## src/rtl/id_ex_stage_pkg.sv

```systemverilog
// Shared types and constants for the ID/EX pipeline register.
// ALU opcode encodings are shared with the ALU and the decoder.
package id_ex_stage_pkg;

    localparam logic [3:0] ALU_ADD  = 4'h0;
    localparam logic [3:0] ALU_SUB  = 4'h1;
    localparam logic [3:0] ALU_AND  = 4'h2;
    localparam logic [3:0] ALU_OR   = 4'h3;
    localparam logic [3:0] ALU_XOR  = 4'h4;
    localparam logic [3:0] ALU_SLT  = 4'h5;
    localparam logic [3:0] ALU_SLTU = 4'h6;
    localparam logic [3:0] ALU_SLL  = 4'h7;
    localparam logic [3:0] ALU_SRL  = 4'h8;
    localparam logic [3:0] ALU_SRA  = 4'h9;
    localparam logic [3:0] ALU_LUI  = 4'hA;

    typedef struct packed {
        logic       reg_write;
        logic       mem_read;
        logic       mem_write;
        logic       mem_to_reg;
        logic       alu_src_a;
        logic       alu_src_b;
        logic [3:0] alu_op;
    } id_ex_ctrl_t;

    // All-zero bubble also encodes alu_op = ALU_ADD.
    localparam id_ex_ctrl_t ID_EX_BUBBLE = '0;

endpackage

```

## src/rtl/id_ex_stage_fwd_mux.sv

```systemverilog
// Priority operand-forward select for one source register.
// EX/MEM beats MEM/WB; register x0 is never forwarded.
module id_ex_stage_fwd_mux #(
    parameter int unsigned XLEN       = 32,
    parameter int unsigned REG_ADDR_W = 5
) (
    input  logic [REG_ADDR_W-1:0] rs_i,
    input  logic [XLEN-1:0]       rs_data_i,
    input  logic [REG_ADDR_W-1:0] exmem_rd_i,
    input  logic                  exmem_reg_write_i,
    input  logic [XLEN-1:0]       exmem_result_i,
    input  logic [REG_ADDR_W-1:0] memwb_rd_i,
    input  logic                  memwb_reg_write_i,
    input  logic [XLEN-1:0]       memwb_wdata_i,
    output logic [XLEN-1:0]       data_o
);

    logic exmem_hit;
    logic memwb_hit;

    assign exmem_hit = exmem_reg_write_i && (exmem_rd_i != '0) && (exmem_rd_i == rs_i);
    assign memwb_hit = memwb_reg_write_i && (memwb_rd_i != '0) && (memwb_rd_i == rs_i);

    always_comb begin
        data_o = rs_data_i;
        if (exmem_hit) begin
            data_o = exmem_result_i;
        end else if (memwb_hit) begin
            data_o = memwb_wdata_i;
        end
    end

endmodule

```

## src/rtl/id_ex_stage.sv

```systemverilog
// ID/EX pipeline register feeding the ALU: operand forwarding, source selects,
// load-use hazard detection, stall (hold) and flush (bubble).
module id_ex_stage
    import id_ex_stage_pkg::*;
#(
    parameter int unsigned XLEN       = 32,
    parameter int unsigned REG_ADDR_W = 5
) (
    input  logic                  clk,
    input  logic                  rst,
    input  logic                  id_valid,
    input  logic [XLEN-1:0]       id_pc,
    input  logic [XLEN-1:0]       id_rs1_data,
    input  logic [XLEN-1:0]       id_rs2_data,
    input  logic [XLEN-1:0]       id_imm,
    input  logic [REG_ADDR_W-1:0] id_rs1,
    input  logic [REG_ADDR_W-1:0] id_rs2,
    input  logic [REG_ADDR_W-1:0] id_rd,
    input  logic [3:0]            id_alu_op,
    input  logic                  id_alu_src_a,
    input  logic                  id_alu_src_b,
    input  logic                  id_reg_write,
    input  logic                  id_mem_read,
    input  logic                  id_mem_write,
    input  logic                  id_mem_to_reg,
    input  logic                  stall,
    input  logic                  flush,
    input  logic [REG_ADDR_W-1:0] exmem_rd,
    input  logic                  exmem_reg_write,
    input  logic [XLEN-1:0]       exmem_result,
    input  logic [REG_ADDR_W-1:0] memwb_rd,
    input  logic                  memwb_reg_write,
    input  logic [XLEN-1:0]       memwb_wdata,
    output logic [XLEN-1:0]       alu_A,
    output logic [XLEN-1:0]       alu_B,
    output logic [3:0]            alu_operation,
    output logic [XLEN-1:0]       ex_store_data,
    output logic [XLEN-1:0]       ex_pc,
    output logic [REG_ADDR_W-1:0] ex_rd,
    output logic                  ex_valid,
    output logic                  ex_reg_write,
    output logic                  ex_mem_read,
    output logic                  ex_mem_write,
    output logic                  ex_mem_to_reg,
    output logic                  load_use_hazard
);

    logic                  valid_q,    valid_d;
    id_ex_ctrl_t           ctrl_q,     ctrl_d;
    logic [XLEN-1:0]       pc_q,       pc_d;
    logic [XLEN-1:0]       rs1_data_q, rs1_data_d;
    logic [XLEN-1:0]       rs2_data_q, rs2_data_d;
    logic [XLEN-1:0]       imm_q,      imm_d;
    logic [REG_ADDR_W-1:0] rs1_q,      rs1_d;
    logic [REG_ADDR_W-1:0] rs2_q,      rs2_d;
    logic [REG_ADDR_W-1:0] rd_q,       rd_d;

    logic [XLEN-1:0] fwd_rs1;
    logic [XLEN-1:0] fwd_rs2;

    // Flush beats stall; an invalid decode slot captures as a bubble.
    always_comb begin
        valid_d    = valid_q;
        ctrl_d     = ctrl_q;
        pc_d       = pc_q;
        rs1_data_d = rs1_data_q;
        rs2_data_d = rs2_data_q;
        imm_d      = imm_q;
        rs1_d      = rs1_q;
        rs2_d      = rs2_q;
        rd_d       = rd_q;
        if (flush || (!stall && !id_valid)) begin
            valid_d    = 1'b0;
            ctrl_d     = ID_EX_BUBBLE;
            pc_d       = '0;
            rs1_data_d = '0;
            rs2_data_d = '0;
            imm_d      = '0;
            rs1_d      = '0;
            rs2_d      = '0;
            rd_d       = '0;
        end else if (!stall) begin
            valid_d    = 1'b1;
            ctrl_d     = '{reg_write:  id_reg_write,
                           mem_read:   id_mem_read,
                           mem_write:  id_mem_write,
                           mem_to_reg: id_mem_to_reg,
                           alu_src_a:  id_alu_src_a,
                           alu_src_b:  id_alu_src_b,
                           alu_op:     id_alu_op};
            pc_d       = id_pc;
            rs1_data_d = id_rs1_data;
            rs2_data_d = id_rs2_data;
            imm_d      = id_imm;
            rs1_d      = id_rs1;
            rs2_d      = id_rs2;
            rd_d       = id_rd;
        end
    end

    always_ff @(posedge clk) begin
        if (rst) begin
            valid_q    <= 1'b0;
            ctrl_q     <= ID_EX_BUBBLE;
            pc_q       <= '0;
            rs1_data_q <= '0;
            rs2_data_q <= '0;
            imm_q      <= '0;
            rs1_q      <= '0;
            rs2_q      <= '0;
            rd_q       <= '0;
        end else begin
            valid_q    <= valid_d;
            ctrl_q     <= ctrl_d;
            pc_q       <= pc_d;
            rs1_data_q <= rs1_data_d;
            rs2_data_q <= rs2_data_d;
            imm_q      <= imm_d;
            rs1_q      <= rs1_d;
            rs2_q      <= rs2_d;
            rd_q       <= rd_d;
        end
    end

    id_ex_stage_fwd_mux #(
        .XLEN       (XLEN),
        .REG_ADDR_W (REG_ADDR_W)
    ) u_fwd_rs1 (
        .rs_i              (rs1_q),
        .rs_data_i         (rs1_data_q),
        .exmem_rd_i        (exmem_rd),
        .exmem_reg_write_i (exmem_reg_write),
        .exmem_result_i    (exmem_result),
        .memwb_rd_i        (memwb_rd),
        .memwb_reg_write_i (memwb_reg_write),
        .memwb_wdata_i     (memwb_wdata),
        .data_o            (fwd_rs1)
    );

    id_ex_stage_fwd_mux #(
        .XLEN       (XLEN),
        .REG_ADDR_W (REG_ADDR_W)
    ) u_fwd_rs2 (
        .rs_i              (rs2_q),
        .rs_data_i         (rs2_data_q),
        .exmem_rd_i        (exmem_rd),
        .exmem_reg_write_i (exmem_reg_write),
        .exmem_result_i    (exmem_result),
        .memwb_rd_i        (memwb_rd),
        .memwb_reg_write_i (memwb_reg_write),
        .memwb_wdata_i     (memwb_wdata),
        .data_o            (fwd_rs2)
    );

    assign alu_A         = ctrl_q.alu_src_a ? pc_q  : fwd_rs1;
    assign alu_B         = ctrl_q.alu_src_b ? imm_q : fwd_rs2;
    assign ex_store_data = fwd_rs2;
    assign alu_operation = ctrl_q.alu_op;
    assign ex_pc         = pc_q;
    assign ex_rd         = rd_q;
    assign ex_valid      = valid_q;
    assign ex_reg_write  = ctrl_q.reg_write;
    assign ex_mem_read   = ctrl_q.mem_read;
    assign ex_mem_write  = ctrl_q.mem_write;
    assign ex_mem_to_reg = ctrl_q.mem_to_reg;

    // Conservative: rs2 is compared even when the decode instruction ignores it.
    assign load_use_hazard = valid_q && ctrl_q.mem_read && (rd_q != '0) && id_valid &&
                             ((rd_q == id_rs1) || (rd_q == id_rs2));

endmodule

```

## config.mk

```make
export PLATFORM = sky130hd
export DESIGN_NAME = id_ex_stage
export DESIGN_NICKNAME = d
export VERILOG_FILES = /design/src/rtl/id_ex_stage_pkg.sv /design/src/rtl/id_ex_stage_fwd_mux.sv /design/src/rtl/id_ex_stage.sv
export SDC_FILE = /design/constraint.sdc
export NUM_CORES = 1
export LEC_CHECK = 0
export CORE_MARGIN = 2
export CORE_UTILIZATION = 43
export CTS_CLUSTER_DIAMETER = 30
export DETAILED_ROUTE_END_ITERATION = 7
export PLACE_DENSITY = 0.82
export SLEW_MARGIN = 20
export SYNTH_ARGS = -nofsm -noshare
export SYNTH_HDL_FRONTEND = slang
export SYNTH_HIERARCHICAL = 1
export SYNTH_SLANG_ARGS = --single-unit
export TNS_END_PERCENT = 50
```

## constraint.sdc

```tcl
create_clock -name clk -period 2.7 [get_ports clk]
set_clock_uncertainty 0.1 [all_clocks]
set_input_delay 0.54 -clock clk [delete_from_list [all_inputs] [get_ports clk]]
set_output_delay 0.54 -clock clk [all_outputs]
set_load 0.01 [all_outputs]
```

Yosys cells after proc, flatten, opt, wreduce, memory -nomap -nowiden

Index checks and enable logic that the tools add are counted.

Add/subtract/negate cells: 0
$mul: 0
Div/mod/pow operators: 0
Order comparisons: 0
Eq/ne operators: 6
Shift-type cells: 0
Mux-type cells: 6
Bitwise gates (word level): 0
Reduce and logical (&&, ||, !) cells: 19

Operators by type and width:

| cell                | count |
|---|---|
| 32-bit 2-to-1 mux   | 6 |
| 5-bit equality test | 6 |
| 5-bit nonzero test  | 3 |
| 1-bit logical AND   | 11 |
| 1-bit zero test     | 2 |
| 1-bit logical OR    | 2 |
| 2-bit OR reduction  | 1 |

Bits in registers: 154
Bits in latches: 0
Memory bits (writable): 0
Bits in read-only memories: 0
Bits of input ports: 234
Output and inout bits: 143
Logic and storage cells: 46
Memories kept: 0

Longest topological paths before layout

Depth after elaboration: 6
Mapped depth: 7

Modules after synthesis

The synthesis kept the hierarchy.

Modules (own cells, without submodules):

| module              | instances | cells an instance | area an instance (um2) |
|---|---|---|---|
| id_ex_stage         | 1         | 590               | 6327.3 |
| id_ex_stage_fwd_mux | 2         | 185               | 1167.4 |

Worst setup path before layout

No wires, ideal clock.

Path type: input to output
Start point: input exmem_rd[1]
End point: output alu_B[10]
Arrival time: 2.053 ns
Data required time: 2.060 ns
Setup slack: 0.007 ns
Cell stages on the path: 7
Buffers on the path: 2
Path through: or4_4 -> a21oi_4 -> or3_1 -> buf_4 -> buf_6 -> a31oi_1 -> mux2_2

Longest elaborated chain between the ends: 5

RTL lines:

| element                     | RTL line                  | text |
|---|---|---|
| from (decl)                 | id_ex_stage.sv:28         | `input logic [REG_ADDR_W-1:0] exmem_rd,` |
| 5-bit nonzero test          | id_ex_stage_fwd_mux.sv:21 | `assign exmem_hit = exmem_reg_write_i && (exmem_rd_i != '0) && (exmem_rd_i == rs_i);` |
| 1-bit logical AND           | id_ex_stage_fwd_mux.sv:21 |  |
| 1-bit logical AND (*)       | id_ex_stage_fwd_mux.sv:21 |  |
| 32-bit 2-to-1 mux (*)       | id_ex_stage_fwd_mux.sv:26 | `if (exmem_hit) begin` |
| named net ex_store_data[10] | id_ex_stage.sv:37         | `output logic [XLEN-1:0] ex_store_data,` |
| 32-bit 2-to-1 mux (*)       | id_ex_stage.sv:156        | `assign alu_B = ctrl_q.alu_src_b ? imm_q : fwd_rs2;` |
| to (decl)                   | id_ex_stage.sv:35         | `output logic [XLEN-1:0] alu_B,` |

Mark *: on every way through the listed nets, which the timed path passes. The rest lies on a longest branch.

Worst setup path in the final report

Start point: register rs1_q[0]
End point: output alu_A[18]

Longest elaborated chain between the ends: 5

RTL lines:

| element                | RTL line                  | text |
|---|---|---|
| from (decl)            | id_ex_stage.sv:54         | `logic [REG_ADDR_W-1:0] rs1_q, rs1_d;` |
| from (signal assigned) | id_ex_stage.sv:119        | `rs1_q <= rs1_d;` |
| 5-bit equality test    | id_ex_stage_fwd_mux.sv:22 | `assign memwb_hit = memwb_reg_write_i && (memwb_rd_i != '0) && (memwb_rd_i == rs_i);` |
| 1-bit logical AND      | id_ex_stage_fwd_mux.sv:22 |  |
| 32-bit 2-to-1 mux      | id_ex_stage_fwd_mux.sv:28 | `end else if (memwb_hit) begin` |
| 32-bit 2-to-1 mux (*)  | id_ex_stage_fwd_mux.sv:26 |  |
| named net fwd_rs1[18]  | id_ex_stage.sv:58         | `logic [XLEN-1:0] fwd_rs1;` |
| 32-bit 2-to-1 mux (*)  | id_ex_stage.sv:155        | `assign alu_A = ctrl_q.alu_src_a ? pc_q : fwd_rs1;` |
| to (decl)              | id_ex_stage.sv:34         | `output logic [XLEN-1:0] alu_A,` |

Marked as above.

==> results.sh <==
export IMPL_fin_crit_sh_pct=124.7
export IMPL_holdPathStages=2
export IMPL_design_core_area_sq_mm=0.01959
export IMPL_met1_length_um=16880
export IMPL_clk_latency_ns=0.44
export IMPL_fin_crit_ns=3.367
export IMPL_setup_violations=96
export IMPL_cts_buffers=17
export IMPL_grt_pass1_wl_um=62590
export IMPL_cp_arrival_ns=2.73
export IMPL_final_common_cell="clkdlybuf4s50_1"
export IMPL_fin_nets=1676
export IMPL_grt_use_total_pct=37.68
export IMPL_portBuffers=376
export IMPL_yosys_warnings=6
export IMPL_hold_slack_ns=0.3754
export IMPL_power_total_mw=7.108
export IMPL_ys_seq_area_share_pct=35.59
export IMPL_synthesis_area_sq_mm=0.008662
export IMPL_wl_met2_um=23940
export IMPL_cp_start_kind="register"
export IMPL_initial_utilization_pct=44.22
export IMPL_clk_pin_slew_ns=0.06
export IMPL_drv_slew=0
export IMPL_wl_met3_um=5921
export IMPL_worst_pin_slew_ns=0.7840
export IMPL_route_detailed_drc=0
export IMPL_wl_um=51450
export IMPL_critPathMaxFanout=14
export IMPL_cts_root_buffer="clkbuf_16"
export IMPL_slowest_delay_ns=0.61
export IMPL_crit_type="register to primary output"
export IMPL_finalHoldViolCount=0
export IMPL_h_tree_depth=4
export IMPL_yosysUniqueCellTypes=31
export IMPL_cp_end_kind="primary output"
export IMPL_clock_sinks=154
export IMPL_drt_iter0_markers=1457
export IMPL_gp_congestion=0.9439
export IMPL_reg2regPathDepth=3
export IMPL_critical_path_required_ns=2.06
export IMPL_syn2layout_area_growth_pct=98.22
export IMPL_cap_violations=0
export IMPL_gr_total_overflow=0
export IMPL_synth_nets=1194
export IMPL_setup_tns_final_ns=-34.58
export IMPL_relSlewSlack_pct=47.25
export IMPL_vias=11580
export IMPL_ys_ff_latch=154
export IMPL_wl_per_cell_um=29.91
export IMPL_hpwl_um=25970
export IMPL_antenna_found_initial=3
export IMPL_post_place_ws_ns=-1.121
export IMPL_dr_pass1_iters=6
export IMPL_drtAntennaViolNets=0
export IMPL_cts_hold_buf=0
export IMPL_top_layer="met5"
export IMPL_avgViaCountPerCell=6.734
export IMPL_final_cell_mix="clkdlybuf4s50_1 (266), nor2_1 (155), mux2i_1 (153)"
export IMPL_dieWidth_um=145.9
export IMPL_ios=377
export IMPL_leakage_nw=6.609
export IMPL_ir_worst_vdd_v=0.0005097
export IMPL_avgSynthCellArea_sq_um=9.023
export IMPL_syn_instance_count=960
export IMPL_worstPathCellList="xnor2_2 > nand2_1 > buf_4 > buf_4 > nor4_1 > a31oi_4 > mux2_4 > buf_6"
export IMPL_violations="setup timing"
export IMPL_cts_path_max_buffers=2
export IMPL_path_common_cell="buf_4"
export IMPL_dieArea_sq_mm=0.02130
export IMPL_grt_pass1_vias=10640
export IMPL_fin_ws_ns=-0.6672
export IMPL_drive_above_1_share_pct=41.29
export IMPL_hp_class="register to register"
export IMPL_status="finished, violations left"
export IMPL_cts_tree="done"
export IMPL_grt_max_degree=52
export IMPL_rows=51
export IMPL_rsz0062_at_grt="yes"
export IMPL_die_y_um=145.9
export IMPL_timing_fmax_mhz=297.0
export IMPL_p_per_area_mw_per_mm2=414.0
export IMPL_cp_slowest_cell="nor4_1"
==> worst max-delay path: cells and delay by family, from the launching register on <==
kind,cells,cell delay [ns]
AND/OR/NAND/NOR,2,0.73
multiplexers,1,0.32
buffers and inverters,3,0.56
flip-flops,1,0.38
XOR/XNOR,1,0.21
AO/OA/AOI/OAI,1,0.08
==> layer usage <==
| layer | track usage [%] | vias up |
|---|---|---|
| met5 | 0 | - |
| met4 | 19.90 | 2 |
| met3 | 8.119 | 428 |
| met2 | 65.97 | 1164 |
| met1 | 42.96 | 5423 |
| li1 | - | 4566 |
==> Yosys cell counts <==
library cell,number,share of area (%)
nor4_1,66,4.8
nor2_1,156,6.8
xor2_1,6,0.61
nand4_1,64,4.6
nor3_1,2,0.12
and2_1,4,0.29
o2111ai_1,1,0.10
mux2_2,64,8.3
nand2_1,6,0.26
o21a_1,2,0.17
and3_1,2,0.14
o31ai_1,64,5.5
or4_1,1,0.087
o21ai_2,1,0.10
xnor2_1,20,2.0
or3_1,2,0.14
buf_2,28,1.6
clkbuf_1,55,2.4
inv_1,1,0.043
or2_1,2,0.14
a31oi_1,64,4.6
nand3_1,6,0.35
buf_6,13,1.7
buf_1,8,0.35
mux2i_1,153,18
a21oi_4,2,0.38
dfxtp_1,154,36
buf_4,7,0.61
a21oi_1,2,0.12
or4_4,2,0.26
o21ai_1,2,0.12
==> through the flow <==
stage | std cells | area [sq um] | utilization (%)
after floorplan | 960 | 8662 | -
after global placement | 1593 | 13230 | 67.52
after detailed placement | 1593 | 13230 | 67.52
after CTS | 1665 | 15720 | 80.23
after global routing | 1720 | 17170 | 87.65
final | 1720 | 17170 | 87.65
==> timing repair <==
item / 4_1_cts / 5_1_grt
gates cloned: 9 / 4
setup buffers: 36 / 64
gates resized for setup: 534 / 312
pin swaps: 72 / 77
endpoints found under the hold margin: 0 / 0
endpoints found under the setup margin: 97 / 97
==> logic make-up after synthesis <==
family,share of synthesized area [%]
compound gates,11.15
xor+xnor,2.629
buf+inv,6.688
flops,35.59
mux,26.00
simple gates,17.94
==> cell type report <==
class / count / area [sq um]
Clock inverter: 10 / 166.4
Fill cell: 854 / 2420
Sequential cell: 154 / 3117
Tap cell: 265 / 331.6
Multi-Input combinational cell: 694 / 7118
Antenna cell: 2 / 5.005
Inverter: 1 / 3.754
Timing Repair Buffer: 574 / 5972
Clock buffer: 20 / 456.7
==> worst paths after layout <==
kind | from | endpoint | slack, ns
worst min-delay path | ex_valid | ex_valid | 0.38
worst max-delay path | rs1_q[0] | alu_A[18] | -0.67
worst min register to register | ex_valid | ex_valid | 0.38
worst max register to register | ctrl_q[4] | ctrl_q[4] | 1.57
==> where the power goes <==
group          total (mW)  switching [mW]  leakage, nW  internal [mW]
clock                2.68            1.09        0.299           1.59
combinational        2.03            1.00         5.05           1.02
sequential           2.40          0.0681         1.26           2.33
total                7.11            2.16         6.61           4.95
(Power assumes the default switching activity.)
